[config.mk]
export PLATFORM = sky130hd
export DESIGN_NAME = sp_xmit_ctrl
export DESIGN_NICKNAME = d
export VERILOG_FILES = /design/src/rtl/sp_xmit_ctrl.sv
export SDC_FILE = /design/constraint.sdc
export NUM_CORES = 1
export LEC_CHECK = 0
export ABC_AREA = 1
export BUFFER_PORTS_ARGS = -buffer_cell sky130_fd_sc_hd__buf_2
export CELL_PAD_IN_SITES_DETAIL_PLACEMENT = 0
export CELL_PAD_IN_SITES_GLOBAL_PLACEMENT = 1
export CORE_MARGIN = 2
export CORE_UTILIZATION = 43
export CTS_BUF_LIST = sky130_fd_sc_hd__clkbuf_8
export CTS_CLUSTER_DIAMETER = 50
export DETAILED_ROUTE_END_ITERATION = 12
export PLACE_DENSITY = 0.95
export SETUP_SLACK_MARGIN = 0.2
export SKIP_LAST_GASP = 1
export SLEW_MARGIN = 5
export SYNTH_ARGS = -nofsm -noshare
export SYNTH_HDL_FRONTEND = slang
export SYNTH_SLANG_ARGS = --single-unit
[constraint.sdc]
create_clock -name clk -period 3.9 [get_ports clk]
set_clock_uncertainty 0.2 [all_clocks]
set_input_delay 1.17 -clock clk [delete_from_list [all_inputs] [get_ports clk]]
set_output_delay 1.17 -clock clk [all_outputs]
set_load 0.01 [all_outputs]
[src/rtl/sp_xmit_ctrl.sv]
// sp_xmit_ctrl: read side of SP_fifo.
// Waits for a full frame, then drains it as a burst of Ethernet payload packets.
// Each packet is a 4-byte sequence number (MSB first) followed by WORDS_PER_PKT
// 16-bit samples sent high byte first. Draining the fifo re-arms the write side.
// Ports:
//   clk, reset           clock, synchronous active-high reset
//   sp_fifo_rdfull       fifo full flag (starts a frame)
//   sp_fifo_rdempty      fifo empty flag (stalls the byte stream in DATA)
//   sp_fifo_q            fifo show-ahead data
//   sp_fifo_rdreq        pop pulse, issued when the low byte of a word is accepted
//   pkt_req / pkt_ack    Tx arbiter slot request / one-cycle grant
//   tx_data/valid/last   payload byte stream, tx_ready handshake
//   seq_num              sequence number of the next packet
//   busy                 frame in progress
module sp_xmit_ctrl #(
  parameter int unsigned SAMPLES_PER_FRAME = 4096,
  parameter int unsigned WORDS_PER_PKT     = 256,
  parameter int unsigned SEQ_WIDTH         = 32
) (
  input  logic                 clk,
  input  logic                 reset,
  input  logic                 sp_fifo_rdfull,
  input  logic                 sp_fifo_rdempty,
  input  logic [15:0]          sp_fifo_q,
  output logic                 sp_fifo_rdreq,
  output logic                 pkt_req,
  input  logic                 pkt_ack,
  output logic [7:0]           tx_data,
  output logic                 tx_valid,
  output logic                 tx_last,
  input  logic                 tx_ready,
  output logic [SEQ_WIDTH-1:0] seq_num,
  output logic                 busy
);

  localparam int unsigned PKTS_PER_FRAME = SAMPLES_PER_FRAME / WORDS_PER_PKT;
  localparam int unsigned WORD_W = (WORDS_PER_PKT > 1) ? $clog2(WORDS_PER_PKT) : 1;
  localparam int unsigned PKT_W  = (PKTS_PER_FRAME > 1) ? $clog2(PKTS_PER_FRAME) : 1;
  localparam logic [WORD_W-1:0] LAST_WORD = WORD_W'(WORDS_PER_PKT - 1);
  localparam logic [PKT_W-1:0]  LAST_PKT  = PKT_W'(PKTS_PER_FRAME - 1);

  typedef enum logic [2:0] {
    IDLE      = 3'd0,
    WAIT_FULL = 3'd1,
    REQ       = 3'd2,
    HDR       = 3'd3,
    DATA      = 3'd4,
    DONE      = 3'd5
  } state_t;

  state_t               state_q, state_d;
  logic [1:0]           byte_sel_q, byte_sel_d;
  logic                 lo_q, lo_d;           // 1: low byte of current word is on tx_data
  logic [WORD_W-1:0]    word_q, word_d;
  logic [PKT_W-1:0]     pkt_q, pkt_d;
  logic [SEQ_WIDTH-1:0] seq_q, seq_d;
  logic                 pkt_req_q, busy_q;
  logic [31:0]          hdr_word;

  assign hdr_word = 32'(seq_q);
  assign seq_num  = seq_q;
  assign pkt_req  = pkt_req_q;
  assign busy     = busy_q;

  // State and counter registers
  always_ff @(posedge clk) begin
    if (reset) begin
      state_q    <= IDLE;
      byte_sel_q <= '0;
      lo_q       <= 1'b0;
      word_q     <= '0;
      pkt_q      <= '0;
      seq_q      <= '0;
      pkt_req_q  <= 1'b0;
      busy_q     <= 1'b0;
    end else begin
      state_q    <= state_d;
      byte_sel_q <= byte_sel_d;
      lo_q       <= lo_d;
      word_q     <= word_d;
      pkt_q      <= pkt_d;
      seq_q      <= seq_d;
      // Request and busy are registered decodes of the upcoming state
      pkt_req_q  <= (state_d == REQ);
      busy_q     <= (state_d == REQ) || (state_d == HDR) || (state_d == DATA);
    end
  end

  // Next-state, counters and byte-stream outputs
  always_comb begin
    state_d       = state_q;
    byte_sel_d    = byte_sel_q;
    lo_d          = lo_q;
    word_d        = word_q;
    pkt_d         = pkt_q;
    seq_d         = seq_q;
    tx_valid      = 1'b0;
    tx_data       = 8'h00;
    tx_last       = 1'b0;
    sp_fifo_rdreq = 1'b0;

    unique case (state_q)
      IDLE: state_d = WAIT_FULL;

      WAIT_FULL: begin
        if (sp_fifo_rdfull) begin
          state_d = REQ;
          word_d  = '0;
          pkt_d   = '0;
        end
      end

      REQ: begin
        if (pkt_ack) begin
          state_d    = HDR;
          byte_sel_d = 2'd0;
        end
      end

      HDR: begin
        tx_valid = 1'b1;
        unique case (byte_sel_q)
          2'd0:    tx_data = hdr_word[31:24];
          2'd1:    tx_data = hdr_word[23:16];
          2'd2:    tx_data = hdr_word[15:8];
          default: tx_data = hdr_word[7:0];
        endcase
        if (tx_ready) begin
          byte_sel_d = byte_sel_q + 2'd1;
          if (byte_sel_q == 2'd3) begin
            state_d = DATA;
            lo_d    = 1'b0;
            word_d  = '0;
          end
        end
      end

      DATA: begin
        // An empty fifo stalls the stream without consuming anything
        tx_valid = !sp_fifo_rdempty;
        tx_data  = lo_q ? sp_fifo_q[7:0] : sp_fifo_q[15:8];
        tx_last  = tx_valid && lo_q && (word_q == LAST_WORD);
        if (tx_valid && tx_ready) begin
          if (!lo_q) begin
            lo_d = 1'b1;
          end else begin
            lo_d          = 1'b0;
            sp_fifo_rdreq = 1'b1;
            word_d        = word_q + WORD_W'(1);
            if (word_q == LAST_WORD) begin
              word_d  = '0;
              seq_d   = seq_q + SEQ_WIDTH'(1);
              pkt_d   = pkt_q + PKT_W'(1);
              state_d = (pkt_q == LAST_PKT) ? DONE : REQ;
            end
          end
        end
      end

      DONE: state_d = WAIT_FULL;

      default: state_d = IDLE;
    endcase
  end

endmodule
==> results.tsv <==
metric	value	unit
worst hold slack	0.301	ns
Worst Hold Path Cells	2	
RD Place Congestion	0.926	
max-slew violations	0	
H-tree depth	2	
Synth Cell Area	3620	um^2
Final Setup Violations	0	
Syn Nets	635	
DRC	0	
first-pass GRT wire length	17200	um
PD cells	262	nW/um^2
port buffer count	66	
Reg2Reg Setup Slack	1.55	ns
Synth Register Bits	52	
number of CTS-inserted buffers	5	
clock slew at the register clock pins of the worst setup and hold paths	0.10	ns
Yosys cell types	31	
clk buf depth	2	
status	completed	
final WL	10700	um
Design Area, Final	4110	um^2
Pre-Repair DR Iteration Count	5	
RR Endpoint	seq_num[17]$_SDFFE_PP0P_	
largest net degree at the start of global routing	36	
reg2reg start	word_q[0]$_SDFFE_PP0P_	
row cnt	33	
crit path kind	reg2out	
wire length per cell	13.9	um
final net count	690	
r2r worst-path depth	10	
Die ar.	9180	um^2
initial antenna violation count	0	
CTS resizes	0	
Total Power	1.08	mW
WHS Endpoint	word_q[1]$_SDFFE_PP0P_	
vias	3976	
Slew Limit Headroom	66.6	%
ant diodes	0	
placed instance area	4000	um^2
I/O Pins	67	
antenna viol nets, final	0	
Tmin final	3.40	ns
Synth Instances	606	
HP Start	word_q[1]$_SDFFE_PP0P_	
CTS Hold Bufs	0	
Die Width	95.8	um
max cap viols	0	
gr usage total	23.8	%
syn avg cell area	5.98	um^2
worst skew pair latency	0.32	ns
RSZ-0062 raised after global routing	false	
Setup WS post-layout	0.502	ns
1st-iter DRT viols	334	
detailed placement HPWL	8000	um
leakage	1.76	nW
worst slew pin tran	0.500	ns
TritonCTS clock tree	yes	
CTS root buf	clkbuf_8	
WP data arrival	2.03	ns
Worst EP required	2.53	ns
total negative setup slack	0	ns
Sink Count	52	
number of post-CTS setup repair buffers	0	
final hold vios	0	
number of vias per cell	5.18	
Starting Density	44.3	%
Critical Path Fanout Max	16	
area grow syn2layout	13.5	%
Place WS	0.689	ns
total gr overflow	0	
YS warnings	0	
vias in the first global route	3498	
fmax	0.294	GHz
Worst Hold Class	reg2reg	
fillcell total	863	
Die H	95.8	um
maximum VDD drop	138	uV
share of cells above drive strength 1	15.7	%
core area	8180	um^2
share of the yosys chip area belonging to registers	28.7	%
Startpoint Class	flip-flop	
CP endpoint kind	primary output	
Final Cycle Share	87.1	%
## synth_stat cells
| library cell | count | area share, % |
|---|---|---|
| inv_1 | 36 | 3.7 |
| ha_1 | 7 | 2.4 |
| buf_4 | 2 | 0.41 |
| a221oi_1 | 8 | 1.9 |
| inv_2 | 4 | 0.41 |
| nand3b_1 | 13 | 2.7 |
| buf_6 | 1 | 0.31 |
| nand4_1 | 4 | 0.69 |
| a21oi_1 | 48 | 6.6 |
| nand2_1 | 245 | 25 |
| xor2_1 | 6 | 1.4 |
| xnor2_1 | 3 | 0.73 |
| nand4_2 | 2 | 0.69 |
| nand2_4 | 5 | 1.6 |
| buf_1 | 2 | 0.21 |
| buf_2 | 6 | 0.83 |
| o21ai_0 | 32 | 4.4 |
| nand3_1 | 19 | 2.6 |
| dfxtp_1 | 52 | 29 |
| nand3_2 | 3 | 0.83 |
| inv_4 | 1 | 0.17 |
| o21ai_1 | 1 | 0.14 |
| nor3b_1 | 2 | 0.41 |
| nor2_4 | 5 | 1.6 |
| clkbuf_1 | 8 | 0.83 |
| nor2_1 | 77 | 8.0 |
| nor2_2 | 4 | 0.69 |
| inv_6 | 1 | 0.24 |
| nor3_1 | 5 | 0.69 |
| nand2_2 | 3 | 0.52 |
| clkbuf_2 | 1 | 0.14 |
## cells by family (layout without fill, tap and decap cells)
kind of cell | Yosys count | in the layout | share of synthesized area (%)
AOI/OAI and AO/OA | 89 | 89 | 13.1
DFF | 52 | 52 | 28.7
xor gates and xnor gates | 9 | 9 | 2.17
and+or+nand+nor | 387 | 387 | 46.3
buffers and inverters | 62 | 118 | 7.28
adders and majority gates | 7 | 7 | 2.42
## metrics by stage
stage	utilization (%)	cells
after detailed placement	49.0	759
after global routing	50.3	767
after floorplan	-	606
after global placement	49.0	759
final	50.3	767
after CTS	50.3	767
## flip-flops by register name, indices dropped and copies added (netlist names)
signal	count
pkt_q	4
word_q	8
lo_q	1
byte_sel_q	2
busy	1
seq_num	32
pkt_req	1
state_q	3
## where the power goes
| group | switching (mW) | total (mW) | internal [mW] | leakage [nW] |
|---|---|---|---|---|
| Combinational | 0.0942 | 0.140 | 0.0453 | 1.28 |
| Clock | 0.194 | 0.384 | 0.190 | 0.0541 |
| Sequential | 0.0123 | 0.552 | 0.540 | 0.420 |
| Total | 0.300 | 1.08 | 0.776 | 1.76 |
## metal layers
layer / wire, um / GRT usage, % / part of all wire [%]
met4: 159 / 5.60 / 1.5
met5: 0 / 0 / 0
met2: 4720 / 38.1 / 44
met3: 774 / 3.92 / 7.3
met1: 5020 / 33.5 / 47
## area by class of cell
type | count | area, um^2 | area share, %
Clock buffer | 5 | 68.8 | 1.67
Clock inverter | 3 | 42.5 | 1.03
Inverter | 42 | 165 | 4.01
Multi-Input combinational cell | 492 | 2320 | 56.4
Sequential cell | 52 | 1040 | 25.3
Tap cell | 105 | 131 | 3.19
Timing Repair Buffer | 68 | 345 | 8.39
## worst max-delay path, cell delays in order (launching register included)
cell and delay (ns):
dfxtp_1 0.35, ha_1 0.25, inv_1 0.36, nand2_1 0.10, a221oi_1 0.35, o21ai_0 0.14, buf_2 0.16
## worst max path at each step
stage / startpoint / endpoint / slack, ns
2_1_floorplan: sp_fifo_rdempty / sp_fifo_rdreq / 0.90
3_3_place_gp: sp_fifo_rdempty / sp_fifo_rdreq / 0.70
3_5_place_dp: sp_fifo_rdempty / sp_fifo_rdreq / 0.69
4_1_cts: byte_sel_q[0]$_SDFFE_PP0P_ / tx_data[1] / 0.53
5_1_grt: byte_sel_q[0]$_SDFFE_PP0P_ / tx_data[1] / 0.38
6_report: byte_sel_q[0]$_SDFFE_PP0P_ / tx_data[1] / 0.50
## layout by cell type, fill, tap and decap left out, types with 2 or more instances in the layout
cell and instances:
nor2_4 5, inv_2 4, nand3_1 19, clkbuf_8 5, o21ai_0 32, nand2_4 5, ha_1 7, dfxtp_1 52
inv_1 36, buf_2 66, buf_4 2, nand4_2 2, xnor2_1 3, nand3_2 3, nor3_1 5, nand2_2 3
a221oi_1 8, nor2_1 77, nor3b_1 2, nor2_2 4, nand2_1 245, xor2_1 6, nand4_1 4, nand3b_1 13
a21oi_1 48
Power figures use the tool's default switching activity.
